### config.mk
export PLATFORM = sky130hd
export DESIGN_NAME = edge_req_gen_flat
export DESIGN_NICKNAME = d
export VERILOG_FILES = /design/src/rtl/edge_req_gen_if.sv /design/src/rtl/edge_req_gen.sv /design/src/flat_wrapper.sv
export SDC_FILE = /design/constraint.sdc
export NUM_CORES = 1
export LEC_CHECK = 0
export BUFFER_PORTS_ARGS = -buffer_cell sky130_fd_sc_hd__buf_4
export CAP_MARGIN = 15
export CORE_ASPECT_RATIO = 2
export CORE_UTILIZATION = 60
export CTS_BUF_LIST = sky130_fd_sc_hd__clkbuf_8
export DETAILED_ROUTE_END_ITERATION = 12
export PLACE_DENSITY_LB_ADDON = 0.15
export SLEW_MARGIN = 5
export SYNTH_ARGS = -nofsm -noshare
export SYNTH_HDL_FRONTEND = slang
export SYNTH_SLANG_ARGS = --single-unit
### constraint.sdc
create_clock -name clk -period 29.5 [get_ports clk]
set_clock_uncertainty 0.15 [all_clocks]
set_input_delay 8.85 -clock clk [delete_from_list [all_inputs] [get_ports clk]]
set_output_delay 8.85 -clock clk [all_outputs]
set_load 0.01 [all_outputs]
### src/rtl/edge_req_gen_if.sv
// Cacheline read-request bus from edge_req_gen to the HBM edge reader.
// master drives the request payload, slave returns req_ready.
interface edge_req_gen_if #(
   parameter int V_ID_WIDTH = 20,
   parameter int HBM_AWIDTH = 34
);
   logic [HBM_AWIDTH-1:0] req_addr;
   logic [V_ID_WIDTH-1:0] req_v_id;
   logic [4:0]            req_first_idx;
   logic [4:0]            req_last_idx;
   logic                  req_last;
   logic                  req_valid;
   logic                  req_ready;

   modport master (
      output req_addr, req_v_id, req_first_idx, req_last_idx, req_last, req_valid,
      input  req_ready
   );

   modport slave (
      input  req_addr, req_v_id, req_first_idx, req_last_idx, req_last, req_valid,
      output req_ready
   );
endinterface

### src/rtl/edge_req_gen.sv
// Splits each vertex edge range [loffset, roffset) into 128 B HBM line requests.
// Optional EDGE_REQ_STAT_EN adds vertex/request statistic counters.
module edge_req_gen #(
   parameter int V_ID_WIDTH   = 20,
   parameter int V_OFF_DWIDTH = 32,
   parameter int HBM_AWIDTH   = 34,
   parameter int FIFO_AWIDTH  = 4,
   parameter int AF_THRESH    = 8
) (
   input  logic                    clk,
   input  logic                    rst,
   input  logic [HBM_AWIDTH-1:0]   edge_base,
   input  logic [V_ID_WIDTH-1:0]   in_v_id,
   input  logic [V_OFF_DWIDTH-1:0] in_loffset,
   input  logic [V_OFF_DWIDTH-1:0] in_roffset,
   input  logic                    in_valid,
   output logic                    in_almost_full,
   edge_req_gen_if.master          req,
   output logic                    err_offset,
   output logic                    err_overflow,
   output logic                    idle
`ifdef EDGE_REQ_STAT_EN
   ,
   output logic [31:0]             stat_vtx_cnt,
   output logic [31:0]             stat_req_cnt
`endif
);

   localparam int EW    = V_ID_WIDTH + 2 * V_OFF_DWIDTH;
   localparam int DEPTH = 1 << FIFO_AWIDTH;
   localparam int LW    = V_OFF_DWIDTH - 5;

   typedef enum logic {S_IDLE, S_ISSUE} state_t;
   state_t state, state_n;

   logic [EW-1:0]          mem [DEPTH];
   logic [FIFO_AWIDTH:0]   wr_ptr, rd_ptr, wr_ptr_n, rd_ptr_n, cnt_n;
   logic                   empty, full, wr_en, pop, load, adv, bad;

   logic [V_ID_WIDTH-1:0]   h_vid;
   logic [V_OFF_DWIDTH-1:0] h_loff, h_roff, h_rm1;
   logic [LW-1:0]           h_first_line, h_last_line;
   logic [HBM_AWIDTH-1:0]   base_line, h_addr;

   logic [LW-1:0]           cur_line, last_line, next_line;
   logic [4:0]              last_sub;
   logic [HBM_AWIDTH-1:0]   addr_q;
   logic [V_ID_WIDTH-1:0]   vid_q;
   logic [4:0]              fidx_q, lidx_q;
   logic                    last_q;

   assign empty    = (wr_ptr == rd_ptr);
   assign full     = (wr_ptr[FIFO_AWIDTH] != rd_ptr[FIFO_AWIDTH]) &&
                     (wr_ptr[FIFO_AWIDTH-1:0] == rd_ptr[FIFO_AWIDTH-1:0]);
   // A pop in the same cycle frees a slot, so a write into a full FIFO still lands.
   assign wr_en    = in_valid && (!full || pop);
   assign wr_ptr_n = wr_ptr + (FIFO_AWIDTH+1)'(wr_en);
   assign rd_ptr_n = rd_ptr + (FIFO_AWIDTH+1)'(pop);
   assign cnt_n    = wr_ptr_n - rd_ptr_n;

   assign {h_vid, h_loff, h_roff} = mem[rd_ptr[FIFO_AWIDTH-1:0]];
   assign h_rm1        = h_roff - V_OFF_DWIDTH'(1);
   assign h_first_line = h_loff[V_OFF_DWIDTH-1:5];
   assign h_last_line  = h_rm1[V_OFF_DWIDTH-1:5];
   assign base_line    = edge_base & ~HBM_AWIDTH'(7'h7F);
   assign h_addr       = base_line + (HBM_AWIDTH'(h_first_line) << 7);
   assign next_line    = cur_line + LW'(1);

   always_ff @(posedge clk) begin
      if (wr_en) mem[wr_ptr[FIFO_AWIDTH-1:0]] <= {in_v_id, in_loffset, in_roffset};
   end

   always_ff @(posedge clk) begin
      if (rst) state <= S_IDLE;
      else     state <= state_n;
   end

   always_comb begin
      state_n = state;
      pop     = 1'b0;
      load    = 1'b0;
      adv     = 1'b0;
      bad     = 1'b0;
      case (state)
         S_IDLE:  pop = !empty;
         S_ISSUE: begin
            if (req.req_ready) begin
               if (last_q) begin
                  pop     = !empty;
                  state_n = S_IDLE;
               end else begin
                  adv = 1'b1;
               end
            end
         end
         default: state_n = S_IDLE;
      endcase
      if (pop) begin
         if (h_loff < h_roff) begin
            load    = 1'b1;
            state_n = S_ISSUE;
         end else begin
            state_n = S_IDLE;
            bad     = (h_loff > h_roff);
         end
      end
   end

   always_ff @(posedge clk) begin
      if (rst) begin
         wr_ptr         <= '0;
         rd_ptr         <= '0;
         in_almost_full <= 1'b0;
         err_offset     <= 1'b0;
         err_overflow   <= 1'b0;
      end else begin
         wr_ptr         <= wr_ptr_n;
         rd_ptr         <= rd_ptr_n;
         in_almost_full <= (cnt_n >= (FIFO_AWIDTH+1)'(AF_THRESH));
         if (bad)                err_offset   <= 1'b1;
         if (in_valid && !wr_en) err_overflow <= 1'b1;
      end
   end

   always_ff @(posedge clk) begin
      if (rst) begin
         addr_q    <= '0;
         vid_q     <= '0;
         fidx_q    <= '0;
         lidx_q    <= '0;
         last_q    <= 1'b0;
         last_sub  <= '0;
         cur_line  <= '0;
         last_line <= '0;
      end else if (load) begin
         addr_q    <= h_addr;
         vid_q     <= h_vid;
         fidx_q    <= h_loff[4:0];
         last_sub  <= h_rm1[4:0];
         cur_line  <= h_first_line;
         last_line <= h_last_line;
         last_q    <= (h_first_line == h_last_line);
         lidx_q    <= (h_first_line == h_last_line) ? h_rm1[4:0] : '1;
      end else if (adv) begin
         addr_q   <= addr_q + HBM_AWIDTH'(128);
         fidx_q   <= '0;
         cur_line <= next_line;
         last_q   <= (next_line == last_line);
         lidx_q   <= (next_line == last_line) ? last_sub : '1;
      end
   end

   assign req.req_valid     = (state == S_ISSUE);
   assign req.req_addr      = addr_q;
   assign req.req_v_id      = vid_q;
   assign req.req_first_idx = fidx_q;
   assign req.req_last_idx  = lidx_q;
   assign req.req_last      = last_q;

   assign idle = empty && (state == S_IDLE) && !req.req_valid;

`ifdef EDGE_REQ_STAT_EN
   always_ff @(posedge clk) begin
      if (rst) begin
         stat_vtx_cnt <= '0;
         stat_req_cnt <= '0;
      end else if (req.req_valid && req.req_ready) begin
         stat_req_cnt <= stat_req_cnt + 32'd1;
         if (last_q) stat_vtx_cnt <= stat_vtx_cnt + 32'd1;
      end
   end
`endif

endmodule

### src/flat_wrapper.sv
// flat-port wrapper written by rule: the top's interface ports become plain ports
module edge_req_gen_flat 
#(
   parameter int V_ID_WIDTH   = 20,
   parameter int V_OFF_DWIDTH = 32,
   parameter int HBM_AWIDTH   = 34,
   parameter int FIFO_AWIDTH  = 4,
   parameter int AF_THRESH    = 8
)
  (clk, rst, edge_base, in_v_id, in_loffset, in_roffset, in_valid, in_almost_full, err_offset, err_overflow, idle, req_req_addr, req_req_v_id, req_req_first_idx, req_req_last_idx, req_req_last, req_req_valid, req_req_ready);
  edge_req_gen_if #(.V_ID_WIDTH(V_ID_WIDTH), .HBM_AWIDTH(HBM_AWIDTH)) req_i ();
  input  logic clk;
  input  logic rst;
  input  logic [HBM_AWIDTH-1:0] edge_base;
  input  logic [V_ID_WIDTH-1:0] in_v_id;
  input  logic [V_OFF_DWIDTH-1:0] in_loffset;
  input  logic [V_OFF_DWIDTH-1:0] in_roffset;
  input  logic in_valid;
  output logic in_almost_full;
  output logic err_offset;
  output logic err_overflow;
  output logic idle;
  output wire logic [$bits(req_i.req_addr)-1:0] req_req_addr;
  output wire logic [$bits(req_i.req_v_id)-1:0] req_req_v_id;
  output wire logic [$bits(req_i.req_first_idx)-1:0] req_req_first_idx;
  output wire logic [$bits(req_i.req_last_idx)-1:0] req_req_last_idx;
  output wire logic [$bits(req_i.req_last)-1:0] req_req_last;
  output wire logic [$bits(req_i.req_valid)-1:0] req_req_valid;
  input wire logic [$bits(req_i.req_ready)-1:0] req_req_ready;
  assign req_req_addr = req_i.req_addr;
  assign req_req_v_id = req_i.req_v_id;
  assign req_req_first_idx = req_i.req_first_idx;
  assign req_req_last_idx = req_i.req_last_idx;
  assign req_req_last = req_i.req_last;
  assign req_req_valid = req_i.req_valid;
  assign req_i.req_ready = req_req_ready;
  edge_req_gen #(.V_ID_WIDTH(V_ID_WIDTH), .V_OFF_DWIDTH(V_OFF_DWIDTH), .HBM_AWIDTH(HBM_AWIDTH), .FIFO_AWIDTH(FIFO_AWIDTH), .AF_THRESH(AF_THRESH)) u_core (.clk(clk), .rst(rst), .edge_base(edge_base), .in_v_id(in_v_id), .in_loffset(in_loffset), .in_roffset(in_roffset), .in_valid(in_valid), .in_almost_full(in_almost_full), .req(req_i), .err_offset(err_offset), .err_overflow(err_overflow), .idle(idle));
endmodule
### Yosys cells after proc, flatten, opt, wreduce, memory -nomap -nowiden

Memory sizes are Yosys's and may differ from the RTL's. A register that Yosys moved wholly into a read port is not among the register bits.
Index checks and enable logic that the tools add are counted.
Widths: inputs -> output; s select.

* memory bits (writable): 1344
* output and inout port bits: 70
* flip-flop bits (word level): 138
* input bits: 122
* latch bits: 0
* logic and storage cells: 70
* memories kept: 1
* bits in read-only memories: 0

* bitwise operators: 1
* shift-type cells: 0
* reductions and logical operators: 11
* divide/modulo/power cells: 0
* add/subtract/negate cells: 7
* $mul: 0
* mux-type cells: 28
* equal/unequal tests: 5
* $lt $le $gt $ge: 3

Memories
* u_core.mem: words 16, width 84, rd ports 1, clocked after Yosys merged registers in 1, write ports 1, RTL line edge_req_gen.sv:36 `logic [EW-1:0] mem [DEPTH];`

Operators with widths (number)
* $mux 34: 2
* $eq 27x27->1: 2
* $mux 27: 2
* $add 34x34->34: 1
* $add 34x8->34 const B: 1
* $gt 32x32->1: 1
* $lt 32x32->1: 1
* $sub 32x1->32 const B: 1
* $mux 5: 6
* $add 27x1->27 const B: 1
* $mux 1: 16
* $add 5x1->5: 2
* $eq 5x5->1: 1
* $ge 5x4->1 const B: 1
* $logic_and 1x1->1: 5
* $sub 5x5->5: 1
* $eq 4x4->1: 1
* $logic_not 1->1: 4
* $mux 4: 1
* $pmux 1 s2: 1
* $reduce_bool 2->1: 1
* $logic_or 1x1->1: 1
* $ne 1x1->1: 1
* $not 1->1: 1

### Logic depth before layout (Yosys ltp)

Gate-level depths: netlist of the first run.

* depth in word-level cells: 10
* depth in mapped cells: 29
* mapped depth without buffers: 19

### Worst setup path after synthesis of the first run

No wires, ideal clock.

* path kind: input -> register
* start: input port req_req_ready
* end: memory u_core.mem[0][0] (netlist name), enable pin
* cell stages on the path: 6
* path buffers: 0
* arrival: 15259 ps
* setup time: 629 ps
* setup slack: 13462 ps
* data required time: 28721 ps
* cell sequence: nand2_1 > nand2_1 > nor3b_1 > nand2b_1 > or3_1 > nor3_1

* longest elaborated chain between the ends: 6

Ends and longest elaborated chain
* from (decl): RTL line flat_wrapper.sv:29 `input wire logic [$bits(req_i.req_ready)-1:0] req_req_ready;`
* $mux 1: RTL line edge_req_gen.sv:87 `if (req.req_ready) begin`
* $pmux 1 s2: RTL line edge_req_gen.sv:84 `case (state)`
* $logic_or 1x1->1: RTL line edge_req_gen.sv:56 `assign wr_en = in_valid && (!full || pop);`
* $logic_and 1x1->1: RTL line edge_req_gen.sv:56
* $mux 1: RTL line edge_req_gen.sv:70 `if (wr_en) mem[wr_ptr[FIFO_AWIDTH-1:0]] <= {in_v_id, in_loffset, in_roffset};`
* $mux 1 (not written as such): RTL line edge_req_gen.sv:70
* to (decl): RTL line edge_req_gen.sv:36

Every way passes these cells.

### Worst setup path in the final report of the first run

* start: register u_core.rd_ptr[1]
* end: output port idle

* longest elaborated chain between the ends: 3

Ends and longest elaborated chain
* from (decl): RTL line edge_req_gen.sv:37 `logic [FIFO_AWIDTH:0] wr_ptr, rd_ptr, wr_ptr_n, rd_ptr_n, cnt_n;`
* from (signal assigned): RTL line edge_req_gen.sv:118 `rd_ptr <= rd_ptr_n;`
* $eq 5x5->1: RTL line edge_req_gen.sv:52 `assign empty = (wr_ptr == rd_ptr);`
* $logic_and 1x1->1 (2 in a row): RTL line edge_req_gen.sv:160 `assign idle = empty && (state == S_IDLE) && !req.req_valid;`
* to (decl): RTL line flat_wrapper.sv:22 `output logic idle;`

Every way passes these cells.

==> impl_metrics.toml, run 1 <==
[status]
status = "finished, final reports clean"

[timing]
report.final.slew_viol_count = 0
rsz0062_at_grt = "false"
finalSetupViolCount = 0
fin_hold_ws_ns = 0.312
slew_headroom = 0.231
min_period_ns = 11.92
hold_violations = 0
setup_tns_ns = 0
fmax_ghz = 0.0839
worstMarginPinSlew_ns = 1.15
period_share = 0.404

[global_route]
gr-usage-met2 = 0.534
grt_pass1_vias = 35274
top_usage_layer = "met2"
grt_pass1_wl_mm = 226
antenna_found_initial = 6
use_met1 = 0.355
grt_overflow = 0
grt_max_degree = 103
grt_usage = 0.303
use_met3 = 0.0578

[floorplan]
core_area_um2 = 101000
die_h_um = 454
dieArea_um2 = 103000
num_rows = 165
die_w_um = 228
initial_core_util = 0.605
pin_count = 192

[pwr]
power_frac_seq = 0.452
vdd_drop_max_mv = 0.0512
cellLeakagePower_uw = 0.0223
swShare = 0.318
intPower_uw = 3730
power_density_nw_per_um2 = 80.9
p_sw_uw = 1740
clock_power_share = 0.265
combPwrFrac = 0.283

[detailed_routing]
routed_wl_mm = 155
routedWlPerCell_um = 29.7
drt_iter0_drc = 3248
vias_per_cell = 6.48
postRouteAntennaNets = 0
vias = 33803
drtPass1Iterations = 6
drc = 0

[final_layout]
fin_nets = 3914
fillers = 6894
multi_input_area_um2 = 17300
syn_to_final_growth_pct = 10.6
seq_area_um2 = 43000
layout-drive-gt1-share = 0.234
instances_no_fill = 5214

[synthesis]
synthArstFlopShare = 0
syn_area_per_cell_um2 = 17.7
netlist_area_um2 = 61200
synth_warnings = 0
ys_seq_elements = 1475
synth_top_cell_by_area = "edfxtp_1"
synth_edf_count = 1344
synth-main-ff-cell = "edfxtp_1"
ys_seq_area_frac = 0.702
synth.area.top_cells = "edfxtp_1, mux4_2, dfxtp_1, mux2i_1, ha_1"
synth_top_area_share = 0.659
syn-instance-count = 3457
synth_cell_types = 85

[setup_path]
crit_path_start_kind = "flop"
endpoint_kind = "output port"
cp.required_ns = 20.50
crit_fanout = 63
worstSetupPathType = "flop to output port"
arrival_ns = 2.92

[clock_network]
ctsResizeCount = 0
cts_buffer_depth = 3
htreeDepth = 4
post_cts_buffers = 0
clkSinkCount = 1475
holdBufCountCts = 0
cts_buffers = 190
clk_pin_slew_ns = 0.07
clock_latency_ns = 0.91
root_buffer = "clkbuf_8"
cts_tree = "done"

[job]
cap_viol_max_count = 0

[placed_design]
dpl.hpwl_mm = 90.6
routabilityCongestion = 0.998
place_inst = 4864
portBuffers = 177

[worst_hold_path]
min-delay-path-class = "flop to flop"
==> flip-flops by register name, indices dropped and copies added, names as in the netlist <==
signal and cells:
u_core.cur_line 27, u_core.err_offset 1, u_core.err_overflow 1, u_core.in_almost_full 1, u_core.last_line 27, u_core.last_sub 5, u_core.mem 1344, u_core.rd_ptr 5
u_core.req.req_addr 27, u_core.req.req_first_idx 5, u_core.req.req_last 1, u_core.req.req_last_idx 5, u_core.req.req_v_id 20, u_core.req.req_valid 1, u_core.wr_ptr 5
==> power by group through the flow <==
stage / Clock [uW] / Sequential, uW / Combinational (uW)
detailed placement: 0 / 2520 / 1530
global placement: 0 / 2510 / 1500
global route: 1550 / 2490 / 1650
finish: 1450 / 2470 / 1550
floorplan: 0 / 2490 / 1080
CTS: 1480 / 2470 / 1540
==> cell families (layout without fill, tap and decap cells) <==
logic type,count (synthesis),in the layout,share of synthesized area
buffers and inverters,233,645,0.0177
xor gates and xnor gates,144,144,0.0207
AOI/OAI and AO/OA,389,389,0.0435
muxes,508,508,0.152
DFF,1475,1475,0.702
other,1,10,0.0000613
adders and majority gates,71,71,0.0148
and+or+nand+nor,636,636,0.0492
==> layout by cell type, fill, tap and decap left out, drive strengths merged, types with 9 or more instances in the layout <==
cell    synthesis  layout
inv            54     113
mux2           17      17
xor2           50      50
mux4          335     335
nand2b         11      11
nor4           11      11
o21ai          53      53
a211oi         44      44
edfxtp       1344    1344
nand3          95      95
nor2b          17      17
or3             9       9
a222oi          9       9
a21oi         104     104
nand2         173     173
mux2i         156     156
and3           25      25
buf           100     244
clkinv          0      75
xnor2          94      94
a221oi         18      18
a21o           26      26
a22oi          28      28
and2           11      11
clkbuf         79     201
nor2          178     178
dfxtp         131     131
a31oi          13      13
ha             69      69
nor3           50      50
nand4          24      24
and4            9       9
o22ai          15      15
==> final timing paths <==
| kind | start | end | slack (ns) | cells past startpoint |
|---|---|---|---|---|
| worst min register to register | u_core.req.req_v_id[4] | u_core.req.req_v_id[4] | 0.31 | 2 |
| worst min-delay path | u_core.req.req_v_id[4] | u_core.req.req_v_id[4] | 0.31 | 2 |
| worst max register to register | u_core.rd_ptr[1] | u_core.req.req_last_idx[1] | 19.34 | 21 |
| worst max-delay path | u_core.rd_ptr[1] | idle | 17.58 | 5 |
==> per-layer routing <==
metal,part of all wire,vias to the layer above
met3,0.069,394
met4,0.050,8
met1,0.36,17444
met5,0.00032,-
li1,-,14432
met2,0.52,1525
==> through the flow <==
step	setup WS [ns]	instance area (um2)	power [uW]	utilization
5_1_grt	17.44	67700	5690	0.669
6_report	17.58	67700	5470	0.669
4_1_cts	17.34	67700	5490	0.669
2_1_floorplan	13.46	61200	3570	-
3_3_place_gp	16.36	64000	4010	0.633
3_5_place_dp	16.40	64000	4050	0.633
==> worst max-delay path, stage by stage, from the launching register on <==
cell,delay (ns)
dfxtp_4,0.97
xor2_1,0.16
nor4_1,0.48
nand2_1,0.13
nor2_1,0.11
buf_4,0.14
==> Yosys cell counts, types with 5 or more instances <==
master     number
nand4_1        23
nor3b_1         6
mux2i_1       156
and4_1          9
mux2_2         17
o22ai_1        15
ha_1           69
and2_1         10
a21o_1         26
o21bai_1        5
buf_1          19
clkbuf_1       79
a221oi_1       18
a21oi_1       104
and3_1         25
a22o_1          7
nor2b_1        17
a222oi_1        9
dfxtp_1       131
nor2_1        178
buf_4          20
buf_6           9
buf_2          52
o21ai_0        51
xnor2_1        93
nand3_1        95
o31ai_1         8
nor3_1         48
a211oi_1       44
inv_1          53
nand2b_1       11
mux4_2        335
or2_2           5
nor4_1          9
or3_1           9
a31oi_1        13
nand2_1       173
a22oi_1        28
edfxtp_1     1344
xor2_1         50
o2111ai_1       6
==> area by class of cell <==
class / instances / share of cell area
repair buffers: 245 / 0.0276
diodes: 3 / 0.000111
flip-flops and latches: 1475 / 0.635
clock inverters: 146 / 0.0132
multi-input cells: 1755 / 0.256
clock buffers: 200 / 0.0407
inverters: 54 / 0.00307
well taps: 1336 / 0.0247
Power figures use the tool's default switching activity.
==> run 2: changes to the inputs <==
- CORE_UTILIZATION: 60 -> 58
- clock period: 29.5 -> 9.5 ns (I/O delays scaled with it)
==> impl_metrics.toml, run 2 (synthesis gave the netlist of run 1 again) <==
[pwr]
p_sw_uw = 5510
total_power_uw = 17100
vdd_drop_max_mv = 0.234
power_frac_seq = 0.448
clock_power_share = 0.262
power_density_nw_per_um2 = 252
cellLeakagePower_uw = 0.0224
combPwrFrac = 0.289
intPower_uw = 11600
swShare = 0.322

[detailed_routing]
vias = 34162
wl_met1_mm = 55.4
drc = 0
routed.top_layer = "met5"
routedWlPerCell_um = 30.8
drt_iter0_drc = 3077
dr_wl_met2_mm = 84.5
drtPass1Iterations = 6
routed_wl_mm = 162
postRouteAntennaNets = 0
vias_per_cell = 6.48
wl_met3_mm = 11.8

[timing]
report.final.slew_viol_count = 0
setup_tns_ns = 0
min_period_ns = 7.76
rsz0062_at_grt = "false"
slew_headroom = 0.215
finalSetupViolCount = 0
fin_hold_ws_ns = 0.311
fmax_ghz = 0.129
worstMarginPinSlew_ns = 1.16
hold_violations = 0
period_share = 0.817

[setup_path]
crit_fanout = 49
critical-path-max-stage-delay_ns = 1.04
endpoint_kind = "flop"
worstSetupPathType = "flop to flop"
worstPathCellList = "buf_4 > mux4_2 > o22a_1 > and2_1 > inv_1 > ha_1 > o2111ai_1 > a22oi_1 > nand4_2 > nand2b_1 > o21a_1 > nor4b_1 > nand4_1 > nor4_4 > a2111oi_1"
cpMaxStageDelayCell = "dfxtp_4"
arrival_ns = 8.36
cp.required_ns = 10.10
crit_path_start_kind = "flop"

[clock_network]
htreeDepth = 4
holdBufCountCts = 0
cts_tree = "done"
cts_buffer_depth = 3
cts_buffers = 194
clkSinkCount = 1475
clock_latency_ns = 0.93
ctsResizeCount = 0
root_buffer = "clkbuf_8"
clk_pin_slew_ns = 0.07
post_cts_buffers = 0

[status]
status = "finished, final reports clean"

[global_route]
grt_pass1_vias = 35704
grt_max_degree = 117
grt_pass1_wl_mm = 234
grt_usage = 0.310
grt_overflow = 0
antenna_found_initial = 13

[final_layout]
final_common_cell = "edfxtp_1"
largest_reg_flops = 1344
stdcell_area_um2 = 68000
final_cell_mix = "edfxtp_1, mux4_2, buf_4"
fin_nets = 3932
syn_to_final_growth_pct = 11.1
instances_no_fill = 5270
fillers = 7212
layout-drive-gt1-share = 0.236

[floorplan]
pin_count = 192
dieArea_um2 = 107000
die_h_um = 461
core_area_um2 = 105000
initial_core_util = 0.585
num_rows = 168
die_w_um = 232

[placed_design]
routabilityCongestion = 0.964
placed_area_um2 = 64300
place_inst = 4902
portBuffers = 177
dpl.hpwl_mm = 97.4

[worst_hold_path]
min-delay-path-class = "flop to flop"

[job]
cap_viol_max_count = 0
run 2: cell count changes in the layout (fill, tap and decap cells not counted), sizes merged:
| cell | change |
|---|---|
| inv | +15 |
| clkbuf | +6 |
| buf | +15 |
| bufinv | -3 |
| clkinv | -5 |
| diode | +4 |
run 2: critical path, delay by kind of cell (launching register included):
kind	cells	cell delay [ns]
adders and majority gates	1	0.27
buffers and inverters	2	0.84
AOI/OAI and AO/OA	5	1.72
DFF	1	1.04
muxes	1	0.58
and+or+nand+nor	6	2.91
run 2: power groups by stage:
stage                     Sequential (uW)  Combinational [uW]  Clock, uW
final                                7680                4950       4490
after detailed placement             7810                4930          0
after floorplan                      7740                3350          0
after global placement               7790                4860          0
after CTS                            7670                4950       4570
after global routing                 7710                5280       4830
run 2: path summary, 6_finish.rpt:
check                          start                          to  slack (ns)  cells after the start
max                 u_core.rd_ptr[0]  u_core.req.req_last_idx[1]        1.74                     15
min          u_core.req.req_v_id[10]     u_core.req.req_v_id[10]        0.31                      2
max reg2reg         u_core.rd_ptr[0]  u_core.req.req_last_idx[1]        1.74                     15
min reg2reg  u_core.req.req_v_id[10]     u_core.req.req_v_id[10]        0.31                      2
run 2: cell type report:
class	instances	area (um2)	share of cell area
inverters	54	208	0.00305
clock inverters	153	832	0.0122
diodes	7	17.5	0.000258
well taps	1360	1700	0.0250
flip-flops and latches	1475	43000	0.632
clock buffers	207	2850	0.0419
repair buffers	259	2090	0.0307
multi-input cells	1755	17300	0.255
run 2: per-stage QoR:
step                      setup slack, ns   util
after global routing                 1.71  0.650
final                                1.74  0.650
after CTS                            2.31  0.649
after detailed placement             2.31  0.614
after floorplan                      1.73      -
after global placement               2.35  0.614
run 2: routing by layer:
metal	vias up	GRT usage
met5	-	0
met4	14	0.198
met3	484	0.0635
met2	1542	0.537
met1	17629	0.346
li1	14493	-
